## src/rtl/ex_mem_pipe_if.sv

```systemverilog
// EX->MEM boundary bundle: EX-side handshake/payload, MEM-side head entry and fetch redirect.
// The stage itself connects through 'master'; the surrounding pipeline (or a bench) uses 'slave'.
interface ex_mem_pipe_if #(
    parameter int XLEN = 32,
    parameter int RA_W = 5
);
    logic [XLEN-1:0] alu_result;
    logic            alu_zero;
    logic            ex_valid;
    logic            ex_ready;
    logic [XLEN-1:0] ex_pc;
    logic [XLEN-1:0] ex_imm;
    logic [XLEN-1:0] ex_rs2_data;
    logic [RA_W-1:0] ex_rd;
    logic [5:0]      ex_ctrl;
    logic [2:0]      ex_funct3;
    logic            flush;
    logic            mem_valid;
    logic            mem_ready;
    logic [XLEN-1:0] mem_alu_result;
    logic [XLEN-1:0] mem_store_data;
    logic [XLEN-1:0] mem_pc_plus4;
    logic [RA_W-1:0] mem_rd;
    logic [3:0]      mem_ctrl;
    logic [2:0]      mem_funct3;
    logic            mem_exc;
    logic            redirect_valid;
    logic [XLEN-1:0] redirect_pc;

    modport master (
        input  alu_result, alu_zero, ex_valid, ex_pc, ex_imm, ex_rs2_data, ex_rd,
               ex_ctrl, ex_funct3, flush, mem_ready,
        output ex_ready, mem_valid, mem_alu_result, mem_store_data, mem_pc_plus4,
               mem_rd, mem_ctrl, mem_funct3, mem_exc, redirect_valid, redirect_pc
    );

    modport slave (
        output alu_result, alu_zero, ex_valid, ex_pc, ex_imm, ex_rs2_data, ex_rd,
               ex_ctrl, ex_funct3, flush, mem_ready,
        input  ex_ready, mem_valid, mem_alu_result, mem_store_data, mem_pc_plus4,
               mem_rd, mem_ctrl, mem_funct3, mem_exc, redirect_valid, redirect_pc
    );
endinterface

```

## src/rtl/ex_mem_pipe.sv

```systemverilog
// EX->MEM stage: 2-entry skid buffer with branch/jump resolution and a one-cycle fetch redirect.
// Optional EXMEM_MISALIGN_TRAP_EN: misaligned taken targets trap into the entry instead of redirecting.
module ex_mem_pipe #(
    parameter int XLEN = 32,
    parameter int RA_W = 5
) (
    input  logic          clk,
    input  logic          reset,
    ex_mem_pipe_if.master bus
);

    typedef struct packed {
        logic [XLEN-1:0] result;
        logic [XLEN-1:0] sdata;
        logic [XLEN-1:0] pc4;
        logic [RA_W-1:0] rd;
        logic [3:0]      ctrl;
        logic [2:0]      f3;
        logic            exc;
    } entry_t;

    localparam logic [1:0] ST_EMPTY = 2'd0;
    localparam logic [1:0] ST_ONE   = 2'd1;
    localparam logic [1:0] ST_TWO   = 2'd2;

    logic [1:0]      count_q, count_d;
    entry_t          slot0_q, slot0_d;
    entry_t          slot1_q, slot1_d;
    logic            redir_valid_q, redir_valid_d;
    logic [XLEN-1:0] redir_pc_q, redir_pc_d;

    logic            c_reg_write, c_mem_read, c_mem_write, c_branch, c_jal, c_jalr;
    logic            take, trap, push, pop, ready, valid;
    logic [XLEN-1:0] target_raw, redir_tgt;
    entry_t          new_entry;

    assign {c_reg_write, c_mem_read, c_mem_write, c_branch, c_jal, c_jalr} = bus.ex_ctrl;

    // Ready depends only on occupancy, so mem_ready never reaches ex_ready combinationally.
    assign ready = (count_q != ST_TWO);
    assign valid = (count_q != ST_EMPTY);
    assign push  = bus.ex_valid & ready & ~bus.flush;
    assign pop   = valid & bus.mem_ready;

    always_comb begin
        take       = (c_branch & bus.alu_zero) | c_jal | c_jalr;
        target_raw = c_jalr ? {bus.alu_result[XLEN-1:1], 1'b0} : (bus.ex_pc + bus.ex_imm);
`ifdef EXMEM_MISALIGN_TRAP_EN
        trap      = take & (target_raw[1:0] != 2'b00);
        redir_tgt = target_raw;
`else
        trap      = 1'b0;
        redir_tgt = {target_raw[XLEN-1:2], 2'b00};
`endif
        new_entry.result = trap ? target_raw : bus.alu_result;
        new_entry.sdata  = bus.ex_rs2_data;
        new_entry.pc4    = bus.ex_pc + XLEN'(4);
        new_entry.rd     = bus.ex_rd;
        new_entry.ctrl   = {c_reg_write & ~trap, c_mem_read & ~trap, c_mem_write & ~trap,
                            c_jal | c_jalr};
        new_entry.f3     = bus.ex_funct3;
        new_entry.exc    = trap;
    end

    always_comb begin
        count_d       = count_q;
        slot0_d       = slot0_q;
        slot1_d       = slot1_q;
        redir_valid_d = push & take & ~trap;
        redir_pc_d    = redir_pc_q;
        if (push & take & ~trap) begin
            redir_pc_d = redir_tgt;
        end
        // Flush empties the buffer; push is already suppressed so no redirect is raised.
        if (bus.flush) begin
            count_d = ST_EMPTY;
        end else begin
            case (count_q)
                ST_EMPTY: begin
                    if (push) begin
                        slot0_d = new_entry;
                        count_d = ST_ONE;
                    end
                end
                ST_ONE: begin
                    if (push && pop) begin
                        slot0_d = new_entry;
                    end else if (push) begin
                        slot1_d = new_entry;
                        count_d = ST_TWO;
                    end else if (pop) begin
                        count_d = ST_EMPTY;
                    end
                end
                ST_TWO: begin
                    if (pop) begin
                        slot0_d = slot1_q;
                        count_d = ST_ONE;
                    end
                end
                default: count_d = ST_EMPTY;
            endcase
        end
    end

    always_ff @(posedge clk) begin
        if (reset) begin
            count_q       <= ST_EMPTY;
            slot0_q       <= '0;
            slot1_q       <= '0;
            redir_valid_q <= 1'b0;
            redir_pc_q    <= '0;
        end else begin
            count_q       <= count_d;
            slot0_q       <= slot0_d;
            slot1_q       <= slot1_d;
            redir_valid_q <= redir_valid_d;
            redir_pc_q    <= redir_pc_d;
        end
    end

    assign bus.ex_ready       = ready;
    assign bus.mem_valid      = valid;
    assign bus.mem_alu_result = slot0_q.result;
    assign bus.mem_store_data = slot0_q.sdata;
    assign bus.mem_pc_plus4   = slot0_q.pc4;
    assign bus.mem_rd         = slot0_q.rd;
    assign bus.mem_ctrl       = slot0_q.ctrl;
    assign bus.mem_funct3     = slot0_q.f3;
    assign bus.mem_exc        = slot0_q.exc;
    assign bus.redirect_valid = redir_valid_q;
    assign bus.redirect_pc    = redir_pc_q;

endmodule

```

## src/flat_wrapper.sv

```systemverilog
// flat-port wrapper written by rule: the top's interface ports become plain ports
module ex_mem_pipe_flat 
#(
    parameter int XLEN = 32,
    parameter int RA_W = 5
)
  (clk, reset, bus_alu_result, bus_alu_zero, bus_ex_valid, bus_ex_pc, bus_ex_imm, bus_ex_rs2_data, bus_ex_rd, bus_ex_ctrl, bus_ex_funct3, bus_flush, bus_mem_ready, bus_ex_ready, bus_mem_valid, bus_mem_alu_result, bus_mem_store_data, bus_mem_pc_plus4, bus_mem_rd, bus_mem_ctrl, bus_mem_funct3, bus_mem_exc, bus_redirect_valid, bus_redirect_pc);
  ex_mem_pipe_if #(.XLEN(XLEN), .RA_W(RA_W)) bus_i ();
  input  logic clk;
  input  logic reset;
  input wire logic [$bits(bus_i.alu_result)-1:0] bus_alu_result;
  input wire logic [$bits(bus_i.alu_zero)-1:0] bus_alu_zero;
  input wire logic [$bits(bus_i.ex_valid)-1:0] bus_ex_valid;
  input wire logic [$bits(bus_i.ex_pc)-1:0] bus_ex_pc;
  input wire logic [$bits(bus_i.ex_imm)-1:0] bus_ex_imm;
  input wire logic [$bits(bus_i.ex_rs2_data)-1:0] bus_ex_rs2_data;
  input wire logic [$bits(bus_i.ex_rd)-1:0] bus_ex_rd;
  input wire logic [$bits(bus_i.ex_ctrl)-1:0] bus_ex_ctrl;
  input wire logic [$bits(bus_i.ex_funct3)-1:0] bus_ex_funct3;
  input wire logic [$bits(bus_i.flush)-1:0] bus_flush;
  input wire logic [$bits(bus_i.mem_ready)-1:0] bus_mem_ready;
  output wire logic [$bits(bus_i.ex_ready)-1:0] bus_ex_ready;
  output wire logic [$bits(bus_i.mem_valid)-1:0] bus_mem_valid;
  output wire logic [$bits(bus_i.mem_alu_result)-1:0] bus_mem_alu_result;
  output wire logic [$bits(bus_i.mem_store_data)-1:0] bus_mem_store_data;
  output wire logic [$bits(bus_i.mem_pc_plus4)-1:0] bus_mem_pc_plus4;
  output wire logic [$bits(bus_i.mem_rd)-1:0] bus_mem_rd;
  output wire logic [$bits(bus_i.mem_ctrl)-1:0] bus_mem_ctrl;
  output wire logic [$bits(bus_i.mem_funct3)-1:0] bus_mem_funct3;
  output wire logic [$bits(bus_i.mem_exc)-1:0] bus_mem_exc;
  output wire logic [$bits(bus_i.redirect_valid)-1:0] bus_redirect_valid;
  output wire logic [$bits(bus_i.redirect_pc)-1:0] bus_redirect_pc;
  assign bus_i.alu_result = bus_alu_result;
  assign bus_i.alu_zero = bus_alu_zero;
  assign bus_i.ex_valid = bus_ex_valid;
  assign bus_i.ex_pc = bus_ex_pc;
  assign bus_i.ex_imm = bus_ex_imm;
  assign bus_i.ex_rs2_data = bus_ex_rs2_data;
  assign bus_i.ex_rd = bus_ex_rd;
  assign bus_i.ex_ctrl = bus_ex_ctrl;
  assign bus_i.ex_funct3 = bus_ex_funct3;
  assign bus_i.flush = bus_flush;
  assign bus_i.mem_ready = bus_mem_ready;
  assign bus_ex_ready = bus_i.ex_ready;
  assign bus_mem_valid = bus_i.mem_valid;
  assign bus_mem_alu_result = bus_i.mem_alu_result;
  assign bus_mem_store_data = bus_i.mem_store_data;
  assign bus_mem_pc_plus4 = bus_i.mem_pc_plus4;
  assign bus_mem_rd = bus_i.mem_rd;
  assign bus_mem_ctrl = bus_i.mem_ctrl;
  assign bus_mem_funct3 = bus_i.mem_funct3;
  assign bus_mem_exc = bus_i.mem_exc;
  assign bus_redirect_valid = bus_i.redirect_valid;
  assign bus_redirect_pc = bus_i.redirect_pc;
  ex_mem_pipe #(.XLEN(XLEN), .RA_W(RA_W)) u_core (.clk(clk), .reset(reset), .bus(bus_i));
endmodule
```

## config.mk

```make
export PLATFORM = sky130hd
export DESIGN_NAME = ex_mem_pipe_flat
export DESIGN_NICKNAME = d
export VERILOG_FILES = /design/src/rtl/ex_mem_pipe_if.sv /design/src/rtl/ex_mem_pipe.sv /design/src/flat_wrapper.sv
export SDC_FILE = /design/constraint.sdc
export NUM_CORES = 1
export LEC_CHECK = 0
export ABC_AREA = 1
export BUFFER_PORTS_ARGS = -buffer_cell sky130_fd_sc_hd__buf_2
export CELL_PAD_IN_SITES_DETAIL_PLACEMENT = 1
export CELL_PAD_IN_SITES_GLOBAL_PLACEMENT = 1
export CORE_UTILIZATION = 38
export CTS_CLUSTER_DIAMETER = 100
export DETAILED_ROUTE_END_ITERATION = 8
export GPL_ROUTABILITY_DRIVEN = 0
export PLACE_DENSITY_LB_ADDON = 0.15
export SLEW_MARGIN = 25
export SYNTH_ARGS = -nofsm -noshare
export SYNTH_HDL_FRONTEND = slang
export SYNTH_SLANG_ARGS = --single-unit
```

## constraint.sdc

```tcl
create_clock -name clk -period 2.05 [get_ports clk]
set_input_delay 0.1025 -clock clk [delete_from_list [all_inputs] [get_ports clk]]
set_output_delay 0.1025 -clock clk [all_outputs]
set_load 0.05 [all_outputs]
```

==> impl_metrics.ini, run 1 <==
[clock_tree]
clock_path_buffers = 3
numCtsBuffers = 29
path_clk_slew_ns = 0.06
clock_sinks = 249
clk_latency_ns = 0.56
cts_root_buf = clkbuf_16
cts_tree = yes
cts_htree_levels = 1

[detailed_routing]
ant_nets = 0
wire_per_inst_um = 18.2
totalWireLength_mm = 50.2
post-route-drc-count = 0
num_vias = 14200
first_pass_iters = 5
routed_via_density = 5.14
drtIter0Drc = 822

[global_route]
grt.met3_usage = 0.0319
grt_pass1_vias = 14300
top_usage_layer = met2
grt_pass1_wl_mm = 77.9
antenna_found_initial = 1
met1_usage = 0.376
grt_usage = 0.288
overflow = 0
grt_max_degree = 107
use_met2 = 0.488

[timing]
slew_viol_final = 0
fin_crit_sh = 0.962
rsz0062_at_grt = yes
fin_ws_ns = 0.0785
worst_slew_pin_slew_ns = 0.570
hold_violations = 0
max_freq_ghz = 0.507
slew_headroom = 0.620
min_period_ns = 1.97
fin_skew_ns = 0.0117
setup_viol = 0

[synth]
synth_top_family_by_area = simple AND/OR/NAND/NOR gates
synthTopCellsByArea = dfxtp_1 39%, nand2_1 15%, o21ai_0 9.1%
synth_fa_ha_area_frac = 0.0303
synth_compound_area_frac = 0.183
yosys_warnings = 0
synth-seq-area-share = 0.390
muxShareOfSynthArea = 0
syn_inst = 1957
synth_seq_cells = 249
synth_cell_types = 34
synthSimpleGateAreaFrac = 0.279
synthXorXnorAreaFrac = 0.0274
synth_top_area_share = 0.390
synth_top_area_cell = dfxtp_1
netlist_area_mm2 = 0.0128
syn_area_per_cell_um2 = 6.54

[placement]
dp_slack_ns = 0.0712
dp_hpwl_mm = 34.1
port_buffers = 288
dpl_cell_area_mm2 = 0.0147
dp.cells = 2608

[critical_path]
rr_worst_depth = 12
worstPathMaxFanout = 30
rrSetupSlack_ns = 0.10
required_ns = 1.95
setup.worst_path.class = reg2out
reg2reg_to = u_core.bus.mem_store_data[0]$_SDFFE_PP0P_
crit_arrival_ns = 1.87
startpoint_type = flop
crit_path_end_kind = primary output
crit_start = u_core.count_q[1]$_SDFFE_PP0P_
rr_startpoint = u_core.count_q[1]$_SDFFE_PP0P_

[layout]
nFillCells = 4384
multi_input_area_mm2 = 0.00673
seqCellArea_mm2 = 0.00498
drive_gt1_frac = 0.177
final_cell_area_mm2 = 0.0168
post-route-util = 0.511
stdcell_count = 2764
area.growth.synth_to_final_pct = 31.2
nets = 2478

[hold_path]
worstHoldPathCells = 4
hp-class = in2reg
min_to = u_core.bus.mem_pc_plus4[11]$_SDFFE_PP0P_
min_from = bus_ex_pc[11]

[power_and_ir_drop]
p_per_area_mw_per_mm2 = 774
ir_worst_vdd_uv = 662
leakage_nw = 8.24

[die]
initial_utilization = 0.389
core_area_mm2 = 0.0329
io_pins = 292
chipHeight_um = 185
dieArea_mm2 = 0.0344
die_w_um = 185
placementRows = 66

[job]
maxCapViolations = 0

[run_status]
status = completed
## per-stage QoR
| stage | total power, W | hold slack [ns] | setup TNS (ns) |
|---|---|---|---|
| 5_1_grt | 0.0135 | 0.0164 | -0.104 |
| 3_3_place_gp | 0.00770 | 0.368 | 0 |
| 4_1_cts | 0.0131 | 0.00195 | 0 |
| 3_5_place_dp | 0.00774 | 0.375 | 0 |
| 6_report | 0.0130 | 0.0210 | 0 |
| 2_1_floorplan | 0.00688 | 0.192 | 0 |
## worst max-delay path by stage
stage / endpoint / slack [ns] / cells past startpoint
after global placement: u_core.bus.redirect_pc[22]$_SDFFE_PP0P_ / 0.12 / 13
after floorplan: u_core.bus.mem_alu_result[0]$_SDFFE_PP0P_ / 0.25 / 9
after detailed placement: u_core.bus.redirect_pc[22]$_SDFFE_PP0P_ / 0.07 / 13
final: bus_ex_ready / 0.08 / 6
after CTS: bus_ex_ready / 0.02 / 6
after global routing: u_core.bus.mem_alu_result[12]$_SDFFE_PP0P_ / -0.02 / 12
## placed cells by master, fill, tap and decap left out, drive strengths merged
master,n
clkinv,7
conb,3
diode,1
a2111oi,1
o21bai,3
nand3b,2
dfxtp,249
nor4,4
nand2,519
clkinvlp,2
nand4,9
a31oi,83
xnor2,10
a21oi,123
clkbuf,44
or2,2
bufbuf,3
nor3,17
dlygate4sd3,97
bufinv,1
and2,1
ha,31
inv,176
o211ai,1
a21o,1
buf,321
nand3,46
nor2,303
o21ai,232
xor2,30
## power breakdown
group	leakage (nW)	switching [W]	internal [W]	total, W
clock network	0.467	0.00213	0.00302	0.00515
registers	2.03	0.000108	0.00503	0.00514
logic	5.75	0.00188	0.000820	0.00269
total	8.24	0.00411	0.00888	0.0130
## cell usage after synthesis
master,instances
nor2_2,6
nand2_1,516
a21oi_2,1
clkinv_1,1
xnor2_1,10
and2_1,1
nor3_2,3
nor2_1,295
o21ai_0,232
nor2_4,2
nand3b_1,2
xor2_1,30
inv_2,5
nand3_1,45
o21bai_1,3
a31oi_1,83
nand3_2,1
clkbuf_1,69
nand2_2,3
buf_2,32
a2111oi_0,1
or2_2,2
buf_1,5
conb_1,1
nor4_1,4
o211ai_1,1
nor3_1,14
dfxtp_1,249
inv_1,171
a21o_1,1
nand4_1,9
buf_4,6
ha_1,31
a21oi_1,122
## layer usage
metal,wire length [µm],vias up,part of all wire
li1,-,6991,-
met1,22500,6748,0.45
met2,23700,366,0.47
met3,2380,89,0.047
met4,1660,0,0.033
met5,0,-,0
## flip-flops by register name (all words and copies together), names as in the netlist
| signal | flops |
|---|---|
| u_core.bus.mem_ctrl | 4 |
| u_core.count_q | 2 |
| u_core.bus.mem_rd | 5 |
| u_core.slot1_q | 108 |
| u_core.bus.mem_alu_result | 32 |
| u_core.bus.mem_store_data | 32 |
| u_core.bus.mem_funct3 | 3 |
| u_core.bus.mem_pc_plus4 | 32 |
| u_core.bus.redirect_valid | 1 |
| u_core.bus.redirect_pc | 30 |
## worst max-delay path, cell delays in order, from the launching register on
cell	delay, ns
dfxtp_1	0.37
inv_2	0.08
nor2_4	0.15
buf_16	0.18
clkinv_2	0.11
buf_8	0.20
buf_4	0.21
## cells by family after synthesis
family | Yosys count
adder cells (fa/ha/maj) | 31
flip-flops | 249
buffers and inverters | 289
AO/OA/AOI/OAI | 444
AND/OR/NAND/NOR | 903
other | 1
XOR/XNOR | 40
## final cells by class
class	count	area share
Tap cell	442	0.0329
Clock inverter	9	0.00537
Clock buffer	44	0.0514
Inverter	177	0.0400
Multi-Input combinational cell	1421	0.401
Timing Repair Buffer	421	0.172
Antenna cell	1	0.000149
Sequential cell	249	0.297
## repair_timing
item                                    CTS  global route
gates cloned                              3             0
setup buffers                             2             0
endpoints found under the hold margin   201             0
hold buffers                             97             0
endpoints found under the setup margin    1            36
resized for setup                         3            15
pin swaps                                 1             1
Power figures use the tool's default switching activity.
==> run 2: changes to the inputs <==
Settings changed: CELL_PAD_IN_SITES_GLOBAL_PLACEMENT 1 to 2, CORE_UTILIZATION 38 to 29, PLACE_DENSITY_LB_ADDON 0.15 to 0.1, SKIP_CTS_REPAIR_TIMING set to 1.
==> run 2 against run 1 <==
  * Register-to-register slack better by 0.03 ns
  * Critical path type unchanged
  * The run now ends with hold timing left
  * Largest power group unchanged
  * Global-route usage fell by 5.3 points
  * Via count decreased by 1.6%
  * Worst hold slack got worse by 0.060 ns
  * Critical path depth did not move
  * Total power increased by 4.3%
  * Worst setup slack lost 0.068 ns
  * First-iteration DRC count decreased by 11%
  * Clock power up 10%
  * Cell count grew 5.5%
  * Sequential cell count stayed put
  * Fmax is 3.4% lower
  * Largest cell class unchanged
==> impl_metrics.ini, run 2 (same netlist as run 1, synthesis figures left out) <==
[layout]
nets = 2486
drive_gt1_frac = 0.180
post-route-util = 0.393
final_cell_area_mm2 = 0.0170
largest-register = u_core.slot1_q
final_cell_mix = 516 x nand2_1, 291 x nor2_1, 287 x buf_2
layout_commonest_cell = nand2_1
largest_reg_flops = 108
area.growth.synth_to_final_pct = 32.8

[power_and_ir_drop]
p_per_area_mw_per_mm2 = 798
leakage_nw = 8.29
ir_worst_vdd_uv = 484
total_power_w = 0.0136

[critical_path]
crit_start = u_core.count_q[1]$_SDFFE_PP0P_
rr_startpoint = u_core.count_q[1]$_SDFFE_PP0P_
endpoint = bus_ex_ready
crit_arrival_ns = 1.94
rr_worst_depth = 9
crit_path_end_kind = primary output
setup.worst_path.class = reg2out
worstPathMaxFanout = 54
rrSetupSlack_ns = 0.13
reg2reg_to = u_core.bus.redirect_pc[16]$_SDFFE_PP0P_
startpoint_type = flop
required_ns = 1.95

[clock_tree]
cts_root_buf = clkbuf_16
clk_latency_ns = 0.55
path_clk_slew_ns = 0.06
cts_tree = yes
numCtsBuffers = 34
cts_htree_levels = 2
clock_path_buffers = 3
clock_sinks = 249

[global_route]
grt_max_degree = 110
overflow = 0
antenna_found_initial = 3
grt_pass1_vias = 13600
grt_usage = 0.235
grt_pass1_wl_mm = 80.8

[detailed_routing]
post-route-drc-count = 0
wire_per_inst_um = 19.2
num_vias = 14000
ant_nets = 0
totalWireLength_mm = 55.9
routed_via_density = 4.79
first_pass_iters = 5
drtIter0Drc = 728

[timing]
min_period_ns = 2.04
fin_skew_ns = 0.00988
max_freq_ghz = 0.490
worst_slew_pin_slew_ns = 0.565
fin_crit_sh = 0.995
rsz0062_at_grt = yes
slew_headroom = 0.623
slew_viol_final = 0
setup_viol = 0
hold_violations = 2
fin_hold_ws_ns = -0.0394

[die]
core_area_mm2 = 0.0433
dieArea_mm2 = 0.0450
placementRows = 76
initial_utilization = 0.296
chipHeight_um = 212
die_w_um = 212
io_pins = 292

[placement]
port_buffers = 288
dp_hpwl_mm = 38.9
dpl_cell_area_mm2 = 0.0150

[job]
maxCapViolations = 0

[run_status]
violations = hold timing
status = finished with violations

[hold_path]
hp-class = in2reg
run 2: worst min-delay path by stage:
stage | from | end | cells past startpoint
floorplan | bus_ex_pc[2] | u_core.slot1_q[15]$_SDFFE_PP0P_ | 1
global placement | bus_ex_pc[2] | u_core.slot1_q[15]$_SDFFE_PP0P_ | 2
detailed placement | bus_ex_pc[2] | u_core.slot1_q[15]$_SDFFE_PP0P_ | 2
CTS | bus_ex_pc[2] | u_core.slot1_q[15]$_SDFFE_PP0P_ | 2
global route | bus_ex_pc[30] | u_core.bus.mem_pc_plus4[30]$_SDFFE_PP0P_ | 4
finish | bus_ex_pc[1] | u_core.slot1_q[14]$_SDFFE_PP0P_ | 3
run 2: layout make-up:
type,count,area (µm²)
fillers,5566,26300
multi-input cells,1421,6700
diodes,3,7.51
flip-flops and latches,249,4980
clock buffers,47,940
repair buffers,424,2850
well taps,585,732
clock inverters,10,105
inverters,177,672
run 2: through the flow:
stage	setup WS, ns	TNS, ns	hold WS, ns	std cells
3_5_place_dp	-0.100	-0.134	0.347	2768
4_1_cts	-0.449	-0.493	-0.227	2825
2_1_floorplan	0.249	0	0.192	1959
3_3_place_gp	-0.0455	-0.0467	0.347	2768
5_1_grt	-0.0460	-0.0738	0.000476	2914
6_report	0.0101	0	-0.0394	2916
run 2: worst max-delay path, cell delays in order, from the launching register on:
cell	delay, ns
dfxtp_1	0.38
inv_2	0.08
nor2_4	0.15
clkbuf_16	0.22
clkinv_2	0.11
buf_12	0.20
buf_6	0.20
run 2: metal layers:
metal | routed length (µm) | vias to the layer above | global-route usage | share of wire
met1 | 26100 | 6655 | 0.313 | 0.47
met3 | 2220 | 49 | 0.0372 | 0.040
met5 | 0 | - | 0 | 0
met2 | 26400 | 266 | 0.393 | 0.47
li1 | - | 7002 | - | -
met4 | 1100 | 0 | 0.0605 | 0.020
run 2: power breakdown:
group	switching [W]	internal, W	total [W]
combinational	0.00191	0.000819	0.00273
sequential	0.000114	0.00504	0.00515
clock	0.00233	0.00334	0.00567
==> run 3: changes to the inputs <==
Settings changed: ABC_AREA 1 to unset, CORE_UTILIZATION 29 to 31.
==> run 3 against run 2 <==
  * The flow still finishes with violations (hold timing)
  * Synthesized cell count is 25% lower
  * Cell count is 17% lower
  * Combinational power grew 5%
  * Synthesized area fell by 6.5%
  * Non-clock buffer count increased by 90
  * Final area decreased by 0.96%
  * Total power decreased by 2.1%
  * First-iteration DRC count decreased by 41%
  * Register-to-register slack about the same
==> impl_metrics.ini, run 3 <==
[run_status]
status = finished with violations
violations = hold timing

[detailed_routing]
wire_per_inst_um = 18.3
totalWireLength_mm = 44.4
ant_nets = 0
post-route-drc-count = 0
first_pass_iters = 4
drtIter0Drc = 432
num_vias = 12100
routed_via_density = 4.98

[clock_tree]
cts_tree = yes
cts_htree_levels = 1
clock_sinks = 249
clk_latency_ns = 0.59
path_clk_slew_ns = 0.06
cts_root_buf = clkbuf_16
clock_path_buffers = 3
numCtsBuffers = 30

[hold_path]
worstHoldPathCells = 3
hp-class = in2reg

[synth]
syn_area_per_cell_um2 = 8.17
synth_top_area_cell = dfxtp_1
synth_most_common_cell = dfxtp_1
synth_cell_types = 63
synth-seq-area-share = 0.417
synth_common_cells = 249 x dfxtp_1, 219 x nand2_1, 205 x nor2_1, 158 x a21oi_1, 143 x a211oi_1
synthArstFlopShare = 0
netlist_area_mm2 = 0.0120
synth_edf_count = 0
syn_inst = 1463
synth_seq_cells = 249
yosys_warnings = 0
synth_top_area_share = 0.417
ys.flop_type = dfxtp_1
synthTopCellsByArea = dfxtp_1 42%, a211oi_1 9.0%, mux2i_1 7.0%

[global_route]
grt_usage = 0.213
grt_pass1_wl_mm = 65.7
overflow = 0
grt_max_degree = 80
antenna_found_initial = 4
grt_pass1_vias = 11500

[critical_path]
required_ns = 1.95
crit_cells = 4
rr_worst_depth = 8
crit_arrival_ns = 1.84
crit_path_end_kind = primary output
cp_slowest_cell = dfxtp_2
cp_num_buf_inv = 3
worst_path_most_repeated_cell = buf_16
crit_path_cell_trace = nand2b_4, buf_16, buf_16, buf_6
worstPathMaxFanout = 29
setup.worst_path.class = reg2out
startpoint_type = flop
slowest_delay_ns = 0.37
crit_family = buffers and inverters

[timing]
slew_headroom = 0.625
rsz0062_at_grt = no
hold_violations = 1
fin_skew_ns = 0.0101
max_freq_ghz = 0.516
worst_slew_pin_slew_ns = 0.562
tns_ns = 0
fin_hold_ws_ns = -0.00782
fin_crit_sh = 0.946
slew_viol_final = 0
setup_viol = 0
min_period_ns = 1.94

[die]
chipHeight_um = 198
core_area_mm2 = 0.0378
die_w_um = 198
io_pins = 292
placementRows = 71
initial_utilization = 0.316
dieArea_mm2 = 0.0394

[job]
maxCapViolations = 0

[power_and_ir_drop]
ir_worst_vdd_uv = 646
total_power_w = 0.0133
p_per_area_mw_per_mm2 = 789
leakage_nw = 7.51

[layout]
stdcell_count = 2425
largest-register = u_core.slot1_q
area.growth.synth_to_final_pct = 40.7
largest_reg_flops = 108
final_cell_area_mm2 = 0.0168
nFillCells = 4611
layout_commonest_cell = buf_2
diodes = 0
final_cell_mix = 286 x buf_2, 248 x dfxtp_1, 219 x nand2_1
drive_gt1_frac = 0.261
nets = 2071

[placement]
port_buffers = 288
dp_hpwl_mm = 32.0
dpl_cell_area_mm2 = 0.0149
dp.cells = 2283
==> run 3: changes by cell type after synthesis, moves of 19 or more <==
cell	before	now
nor2_1	295	205
inv_1	171	9
buf_2	32	5
a211oi_1	0	143
nand3_1	45	26
a21oi_1	122	158
clkbuf_1	69	100
mux2i_1	0	84
nand2_1	516	219
o21ai_0	232	31
a31oi_1	83	8
==> run 3: routing by layer <==
layer	wire [µm]	up-vias	track usage	share of wire
met5	37	-	0	0.00083
met4	1190	8	0.0669	0.027
met3	2220	72	0.0471	0.050
met2	21000	247	0.354	0.47
met1	20000	5725	0.273	0.45
li1	-	6013	-	-
==> run 3: power by group <==
group / internal, W / total, W / switching (W)
registers: 0.00505 / 0.00515 / 0.000103
clock network: 0.00306 / 0.00524 / 0.00218
logic: 0.00106 / 0.00288 / 0.00182
total: 0.00916 / 0.0133 / 0.00411
==> run 3: final cells by class <==
class | count | area [µm²] | area share
Clock buffer | 48 | 918 | 0.0546
Multi-Input combinational cell | 1088 | 6550 | 0.389
Sequential cell | 249 | 4990 | 0.296
Timing Repair Buffer | 514 | 3640 | 0.216
Clock inverter | 6 | 61.3 | 0.00364
Inverter | 9 | 33.8 | 0.00201
Tap cell | 511 | 639 | 0.0380
==> run 3: tightest hold or removal path: stages <==
cell	delay, ns
buf_2	0.14
xnor2_1	0.19
a211oi_1	0.10
==> run 3: worst paths after layout <==
path,endpoint,from,slack [ns]
setup / recovery,bus_ex_ready,u_core.count_q[0]$_SDFFE_PP0P_,0.11
hold / removal,u_core.slot1_q[40]$_SDFFE_PP0P_,bus_ex_pc[27],-0.008
setup reg to reg,u_core.bus.redirect_pc[24]$_SDFFE_PP0P_,u_core.count_q[1]$_SDFFE_PP0P_,0.14
hold reg to reg,u_core.slot1_q[83]$_SDFFE_PP0P_,u_core.slot1_q[83]$_SDFFE_PP0P_,0.45
==> run 3: stage by stage <==
stage | utilization | hold WS [ns] | worst slack (ns)
finish | 0.445 | -0.00782 | 0.110
global route | 0.445 | 0.00417 | 0.0104
CTS | 0.420 | -0.273 | -0.426
detailed placement | 0.394 | 0.358 | -0.396
global placement | 0.394 | 0.346 | -0.322
floorplan | - | 0.192 | -0.0492
==> run 3: kinds of logic after synthesis <==
kind of cell	count (synthesis)	share of synthesized area
XOR/XNOR	52	0.0381
adder cells (fa/ha/maj)	31	0.0324
multiplexers	84	0.0703
buffers and inverters	128	0.0426
AO/OA/AOI/OAI	398	0.216
AND/OR/NAND/NOR	520	0.184
flip-flops	249	0.417
other	1	0.000314
